$ cat config.mk
export PLATFORM = sky130hd
export DESIGN_NAME = fetch_stage_flat
export DESIGN_NICKNAME = d
export VERILOG_FILES = /design/src/rtl/fetch_stage_if.sv /design/src/rtl/fetch_stage.sv /design/src/flat_wrapper.sv
export SDC_FILE = /design/constraint.sdc
export NUM_CORES = 1
export LEC_CHECK = 0
export ABC_AREA = 1
export BUFFER_PORTS_ARGS = -buffer_cell sky130_fd_sc_hd__buf_2
export CORE_MARGIN = 3
export CORE_UTILIZATION = 60
export CTS_CLUSTER_SIZE = 40
export DETAILED_ROUTE_END_ITERATION = 10
export HOLD_SLACK_MARGIN = 0.06
export PLACE_DENSITY = 0.92
export SETUP_SLACK_MARGIN = 0.4
export SLEW_MARGIN = 40
export SYNTH_ARGS = -nofsm -noshare
export SYNTH_HDL_FRONTEND = slang
export SYNTH_SLANG_ARGS = --single-unit
$ cat constraint.sdc
create_clock -name clk -period 19.2 [get_ports clk]
set_clock_uncertainty 0.1 [all_clocks]
set_input_delay 1.92 -clock clk [delete_from_list [all_inputs] [get_ports clk]]
set_output_delay 1.92 -clock clk [all_outputs]
set_load 0.01 [all_outputs]
$ cat src/rtl/fetch_stage_if.sv
// Instruction-memory bus between the fetch stage and the instruction memory.
// One request strobe with its word address; the memory answers some cycles
// later with a response strobe and the instruction word. Requests are always
// accepted, so there is no ready signal.
interface fetch_stage_if;
    logic        imem_req;
    logic [0:31] imem_addr;
    logic        imem_rvalid;
    logic [0:31] imem_rdata;

    // Fetch side: issues requests and consumes responses
    modport master (
        output imem_req,
        output imem_addr,
        input  imem_rvalid,
        input  imem_rdata
    );

    // Memory side: accepts requests and produces responses
    modport slave (
        input  imem_req,
        input  imem_addr,
        output imem_rvalid,
        output imem_rdata
    );
endinterface

$ cat src/rtl/fetch_stage.sv
// Instruction-fetch front end. Owns the PC and keeps at most one request
// outstanding to a variable-latency instruction memory. Words that arrive
// while decode is stalled park in a one-entry hold buffer. The IF/ID register
// (instr, pc, pc+4, valid) feeds decode. A redirect from execute flushes
// IF/ID and the hold buffer. A response still in flight is marked for
// discard (KILL) and fetching restarts at the word-aligned target.
//
// Optional build macro FETCH_PERF_CNT_EN adds the perf_fetched / perf_bubbles
// counter outputs; without it the ports and counters do not exist.
module fetch_stage #(
    parameter logic [0:31] RESET_PC  = 32'h0000_0000,
    parameter logic [0:31] NOP_INSTR = 32'h5400_0000
) (
    input  logic        clk,
    input  logic        reset,
    input  logic        stall,
    input  logic        redirect,
    input  logic [0:31] redirect_pc,
    fetch_stage_if.master imem,
    output logic        id_valid,
    output logic [0:31] id_instr,
    output logic [0:31] id_pc,
    output logic [0:31] id_pc_plus4
`ifdef FETCH_PERF_CNT_EN
    ,
    output logic [0:31] perf_fetched,
    output logic [0:31] perf_bubbles
`endif
);

    typedef enum logic [1:0] {
        IDLE,
        WAIT,
        KILL
    } state_t;

    state_t      state;
    state_t      state_next;

    logic [0:31] pc;
    logic [0:31] req_pc;

    logic        hold_valid;
    logic [0:31] hold_instr;
    logic [0:31] hold_pc;

    logic [0:31] id_instr_q;

    logic [0:31] redirect_word;
    logic        issue;
    logic        resp_live;
    logic        resp_to_id;
    logic        resp_to_hold;
    logic        hold_to_id;

    // The target is forced onto a word boundary; the low two bits are dropped
    assign redirect_word = redirect_pc & 32'hFFFF_FFFC;

    // A new request goes out only when nothing is outstanding, the hold buffer
    // has room for the answer, and no redirect is changing the PC this cycle
    assign issue = (state == IDLE) && !hold_valid && !redirect && !reset;

    // A response is kept only when it belongs to a live request and is not
    // being flushed by a same-cycle redirect
    assign resp_live    = (state == WAIT) && imem.imem_rvalid && !redirect;
    assign resp_to_id   = resp_live && (!id_valid || !stall);
    assign resp_to_hold = resp_live && id_valid && stall;

    // A parked word moves forward as soon as decode is free to take it
    assign hold_to_id = hold_valid && !stall;

    assign imem.imem_req  = issue;
    assign imem.imem_addr = pc;

    // Invalid IF/ID slots always present a NOP to decode
    assign id_instr = id_valid ? id_instr_q : NOP_INSTR;

    // Request-tracking state register
    always_ff @(posedge clk or posedge reset) begin
        if (reset) begin
            state <= IDLE;
        end else begin
            state <= state_next;
        end
    end

    // Next request state: issue opens WAIT, a redirect turns WAIT into KILL,
    // and any response closes the outstanding request
    always_comb begin
        state_next = state;
        case (state)
            IDLE: begin
                if (issue) begin
                    state_next = WAIT;
                end
            end
            WAIT: begin
                if (imem.imem_rvalid) begin
                    state_next = IDLE;
                end else if (redirect) begin
                    state_next = KILL;
                end
            end
            KILL: begin
                if (imem.imem_rvalid) begin
                    state_next = IDLE;
                end
            end
            default: begin
                state_next = IDLE;
            end
        endcase
    end

    // PC advances on each issued request and jumps on redirect; req_pc
    // remembers which address the outstanding request is for
    always_ff @(posedge clk or posedge reset) begin
        if (reset) begin
            pc     <= RESET_PC;
            req_pc <= 32'h0000_0000;
        end else if (redirect) begin
            pc <= redirect_word;
        end else if (issue) begin
            req_pc <= pc;
            pc     <= pc + 32'd4;
        end
    end

    // Hold buffer catches a word that arrives while IF/ID is stalled
    always_ff @(posedge clk or posedge reset) begin
        if (reset) begin
            hold_valid <= 1'b0;
            hold_instr <= 32'h0000_0000;
            hold_pc    <= 32'h0000_0000;
        end else if (redirect) begin
            hold_valid <= 1'b0;
        end else if (hold_to_id) begin
            hold_valid <= 1'b0;
        end else if (resp_to_hold) begin
            hold_valid <= 1'b1;
            hold_instr <= imem.imem_rdata;
            hold_pc    <= req_pc;
        end
    end

    // IF/ID register: redirect flush, then hold drain, then fresh response,
    // then consumption by decode; a stall with nothing to do holds contents
    always_ff @(posedge clk or posedge reset) begin
        if (reset) begin
            id_valid    <= 1'b0;
            id_instr_q  <= NOP_INSTR;
            id_pc       <= 32'h0000_0000;
            id_pc_plus4 <= 32'h0000_0000;
        end else if (redirect) begin
            id_valid <= 1'b0;
        end else if (hold_to_id) begin
            id_valid    <= 1'b1;
            id_instr_q  <= hold_instr;
            id_pc       <= hold_pc;
            id_pc_plus4 <= hold_pc + 32'd4;
        end else if (resp_to_id) begin
            id_valid    <= 1'b1;
            id_instr_q  <= imem.imem_rdata;
            id_pc       <= req_pc;
            id_pc_plus4 <= req_pc + 32'd4;
        end else if (id_valid && !stall) begin
            id_valid <= 1'b0;
        end
    end

`ifdef FETCH_PERF_CNT_EN
    // Counts fresh words captured and cycles decode sees no instruction
    always_ff @(posedge clk or posedge reset) begin
        if (reset) begin
            perf_fetched <= 32'h0000_0000;
            perf_bubbles <= 32'h0000_0000;
        end else begin
            if (resp_to_id || resp_to_hold) begin
                perf_fetched <= perf_fetched + 32'd1;
            end
            if (!id_valid) begin
                perf_bubbles <= perf_bubbles + 32'd1;
            end
        end
    end
`endif

endmodule
$ cat src/flat_wrapper.sv
// flat-port wrapper written by rule: the top's interface ports become plain ports
module fetch_stage_flat 
#(
    parameter logic [0:31] RESET_PC  = 32'h0000_0000,
    parameter logic [0:31] NOP_INSTR = 32'h5400_0000
)
  (clk, reset, stall, redirect, redirect_pc, id_valid, id_instr, id_pc, id_pc_plus4, imem_imem_req, imem_imem_addr, imem_imem_rvalid, imem_imem_rdata);
  fetch_stage_if imem_i ();
  input  logic clk;
  input  logic reset;
  input  logic stall;
  input  logic redirect;
  input  logic [0:31] redirect_pc;
  output logic id_valid;
  output logic [0:31] id_instr;
  output logic [0:31] id_pc;
  output logic [0:31] id_pc_plus4;
  output wire logic [$bits(imem_i.imem_req)-1:0] imem_imem_req;
  output wire logic [$bits(imem_i.imem_addr)-1:0] imem_imem_addr;
  input wire logic [$bits(imem_i.imem_rvalid)-1:0] imem_imem_rvalid;
  input wire logic [$bits(imem_i.imem_rdata)-1:0] imem_imem_rdata;
  assign imem_imem_req = imem_i.imem_req;
  assign imem_imem_addr = imem_i.imem_addr;
  assign imem_i.imem_rvalid = imem_imem_rvalid;
  assign imem_i.imem_rdata = imem_imem_rdata;
  fetch_stage #(.RESET_PC(RESET_PC), .NOP_INSTR(NOP_INSTR)) u_core (.clk(clk), .reset(reset), .stall(stall), .redirect(redirect), .redirect_pc(redirect_pc), .imem(imem_i), .id_valid(id_valid), .id_instr(id_instr), .id_pc(id_pc), .id_pc_plus4(id_pc_plus4));
endmodule
==> flow_metrics.env <==
export IMPL_run_status="finished, final reports clean"
export IMPL_worst_min_delay_path_class="reg -> reg"
export IMPL_detailed_place_hpwl_microns=17700
export IMPL_initial_utilization_pct=62.5
export IMPL_setup_reg_to_reg_worst_slack_ps=15870
export IMPL_ff2ff_path_depth=13
export IMPL_synthMostInstantiatedCell="sky130_fd_sc_hd__nand2_1"
export IMPL_grt_first_pass_wirelength_microns=44100
export IMPL_fill_cells=1247
export IMPL_cts_htree_levels=1
export IMPL_fin_ws_ps=13930
export IMPL_drt_iter0_markers=891
export IMPL_synth_cells_most_frequent="477 x sky130_fd_sc_hd__nand2_1, 215 x sky130_fd_sc_hd__dfrtp_1, 140 x sky130_fd_sc_hd__inv_1"
export IMPL_timing_final_setup_violations=0
export IMPL_fp_row_count=47
export IMPL_placedCellCount=1722
export IMPL_p_leak_nw=6.52
export IMPL_fin_total_pwr_mw=1.35
export IMPL_synth_lib_cells_used_distinct=40
export IMPL_fmaxAchievable_mhz=190
export IMPL_synth_seq_area_share_pct=51.6
export IMPL_clock_tree_from_tritoncts="done"
export IMPL_cts_hold_buffers=0
export IMPL_tritoncts_num_sinks=218
export IMPL_synth_warn=0
export IMPL_placedInstanceArea_sq_mm=0.0116
export IMPL_synthesis_area_per_instance_sq_um=7.72
export IMPL_drtAntennaViolNets=0
export IMPL_synth_top_cells_by_area="sky130_fd_sc_hd__dfrtp_1 51%, sky130_fd_sc_hd__nand2_1 17%, sky130_fd_sc_hd__o21ai_0 6.0%, sky130_fd_sc_hd__inv_1 5.0%, sky130_fd_sc_hd__nand3_1 3.9%"
export IMPL_critical_path_reg2reg_startpoint="u_core.hold_valid"
export IMPL_tightestPinTransition_ps=755
export IMPL_postSynth_asyncResetShare_pct=100
export IMPL_die_height_microns=139
export IMPL_vdd_drop_max_mv=0.0668
export IMPL_viasPerCell=5.59
export IMPL_timing_critical_path_to_type="primary output"
export IMPL_timing_hold_worst_path_depth=2
export IMPL_grt_overflow_total=0
export IMPL_hold_path_endpoint="u_core.id_pc[20]"
export IMPL_timing_final_hold_violations=0
export IMPL_detailedPlace_worstSlack_ps=13940
export IMPL_worstSetupPathType="in -> out"
export IMPL_detailed_routing_iteration_count_for_the_pre_antenna_repair_pass=6
export IMPL_report_final_slew_viol_count=0
export IMPL_drive_gt1_share_pct=16.9
export IMPL_all_layer_global_routing_usage_pct=27.0
export IMPL_finalCoreUtilization_pct=72.9
export IMPL_period_needed_ps=5270
export IMPL_synth_top_area_share_pct=50.8
export IMPL_final_nets=1598
export IMPL_routed_wire_length_per_instance_microns=15.2
export IMPL_critPathArrivalTime_ps=3250
export IMPL_synth_area_leader_cell="sky130_fd_sc_hd__dfrtp_1"
export IMPL_final_cell_count_no_fill=1761
export IMPL_drt_drc_violations_left=0
export IMPL_areaGrowthSynthToFinish_pct=16.7
export IMPL_maxCapViolCount=0
export IMPL_clock_insertion_delay_worst_skew_ps=500
export IMPL_timing_slew_headroom_pct=49.7
export IMPL_postCtsSetupRepairBufs=0
export IMPL_top_level_ports=199
export IMPL_cts_reportedPaths_clkPinSlew_ps=60
export IMPL_gp_congestion=0.894
export IMPL_ys_dominant_reg_cell="sky130_fd_sc_hd__dfrtp_1"
export IMPL_total_negative_setup_slacks_ps=0
export IMPL_fin_crit_sh_pct=27.4
export IMPL_io_buffers=190
export IMPL_full_die_area_sq_mm=0.0193
export IMPL_first_global_vias=9071
export IMPL_antenna_found_initial=1
export IMPL_post_synth_instance_area_sq_mm=0.0106
export IMPL_r2r_end="u_core.id_pc_plus4[1]"
export IMPL_synth_ff_latch_count=218
export IMPL_grt_start_max_net_pins=136
export IMPL_timing_critical_path_required_ps=17180
export IMPL_fp_dieW_microns=139
export IMPL_detail_route_wirelength_microns=26700
export IMPL_worst_hold_slack_ps=371
export IMPL_post_cts_resize_count=0
export IMPL_cellPowerDensity_mw_per_mm2=110
export IMPL_cts_buffers=23
export IMPL_cp_startpoint_kind="input pin"
export IMPL_routed_via_count=9849
export IMPL_final_design_area_no_fill_sq_mm=0.0123
export IMPL_core_region_area_sq_mm=0.0169
export IMPL_root_buffer="sky130_fd_sc_hd__clkbuf_16"
export IMPL_clockBufferDepth=3
export IMPL_cp_max_fo=37
export IMPL_min_from="u_core.id_pc[20]"
export IMPL_unrepaired_setup_endpoints_after_global_routing="no"
export IMPL_count_of_flip_flops_with_a_built_in_enable_after_synthesis=0
export IMPL_post_synthesis_instance_total=1371
==> cell type report <==
cell class	count	area (sq um)	area share [%]
diodes	1	2.50	0.0203
clock buffers	33	663	5.37
clock inverters	5	75.1	0.608
inverters	146	563	4.56
multi-input cells	940	4290	34.7
flip-flops and latches	218	5460	44.2
well taps	220	275	2.23
repair buffers	198	1020	8.28
==> layer usage <==
metal | GRT usage [%] | vias to the layer above | share of wire [%]
li1 | - | 4710 | -
met1 | 39.3 | 4600 | 43
met2 | 42.9 | 479 | 46
met3 | 4.00 | 60 | 8.7
met4 | 7.78 | 0 | 2.3
met5 | 0 | - | 0
==> state kept, by name, indices dropped and copies added, names as in the netlist <==
signal                 count
u_core.hold_instr         32
u_core.id_instr_q         32
u_core.hold_pc            30
u_core.id_pc              30
u_core.id_pc_plus4        30
u_core.imem.imem_addr     30
u_core.req_pc             30
u_core.state               2
u_core.hold_valid          1
u_core.id_valid            1
==> how the worst max path moves through the flow <==
| stage | startpoint | endpoint | depth (start not counted) |
|---|---|---|---|
| after floorplan | reset | u_core.hold_instr[0] | 1 |
| after global placement | redirect | imem_imem_req | 6 |
| after detailed placement | redirect | imem_imem_req | 6 |
| after CTS | redirect | imem_imem_req | 6 |
| after global routing | redirect | imem_imem_req | 6 |
| final | redirect | imem_imem_req | 6 |
==> kinds of logic (layout without fill, tap and decap cells) <==
kind of cell | count (synthesis) | after routing | share of synthesized area, %
DFF | 218 | 218 | 51.6
AOI/OAI and AO/OA | 207 | 207 | 11.1
xor gates and xnor gates | 15 | 15 | 1.24
muxes | 5 | 5 | 0.532
and+or+nand+nor | 705 | 705 | 26.9
buffers and inverters | 218 | 382 | 8.38
other | 1 | 7 | 0.0354
adders and majority gates | 2 | 2 | 0.236
==> report_power, final <==
group          leakage (nW)  total (mW)  internal (mW)  switching (mW)
Clock                 0.365       0.438          0.265           0.173
Sequential             2.77       0.623          0.557          0.0656
Combinational          3.38       0.294          0.111           0.183
Total                  6.52        1.35          0.933           0.421
==> cell usage in the layout, fill, tap and decap left out, types with 11 or more instances in the layout <==
cell type / count
sky130_fd_sc_hd__nor2_1: 102
sky130_fd_sc_hd__nand2_1: 475
sky130_fd_sc_hd__o211ai_1: 11
sky130_fd_sc_hd__nand3_1: 81
sky130_fd_sc_hd__inv_1: 139
sky130_fd_sc_hd__clkbuf_16: 23
sky130_fd_sc_hd__buf_2: 190
sky130_fd_sc_hd__xor2_1: 13
sky130_fd_sc_hd__nor3_1: 15
sky130_fd_sc_hd__o21ai_0: 127
sky130_fd_sc_hd__dfrtp_1: 214
sky130_fd_sc_hd__nand4_1: 16
sky130_fd_sc_hd__a31oi_1: 41
==> critical path, cell delays in order <==
cell	delay, ps
sky130_fd_sc_hd__buf_2	320
sky130_fd_sc_hd__nor3_1	380
sky130_fd_sc_hd__nand2_2	90
sky130_fd_sc_hd__clkinv_1	60
sky130_fd_sc_hd__buf_4	280
sky130_fd_sc_hd__buf_2	190
(Power assumes the default switching activity.)
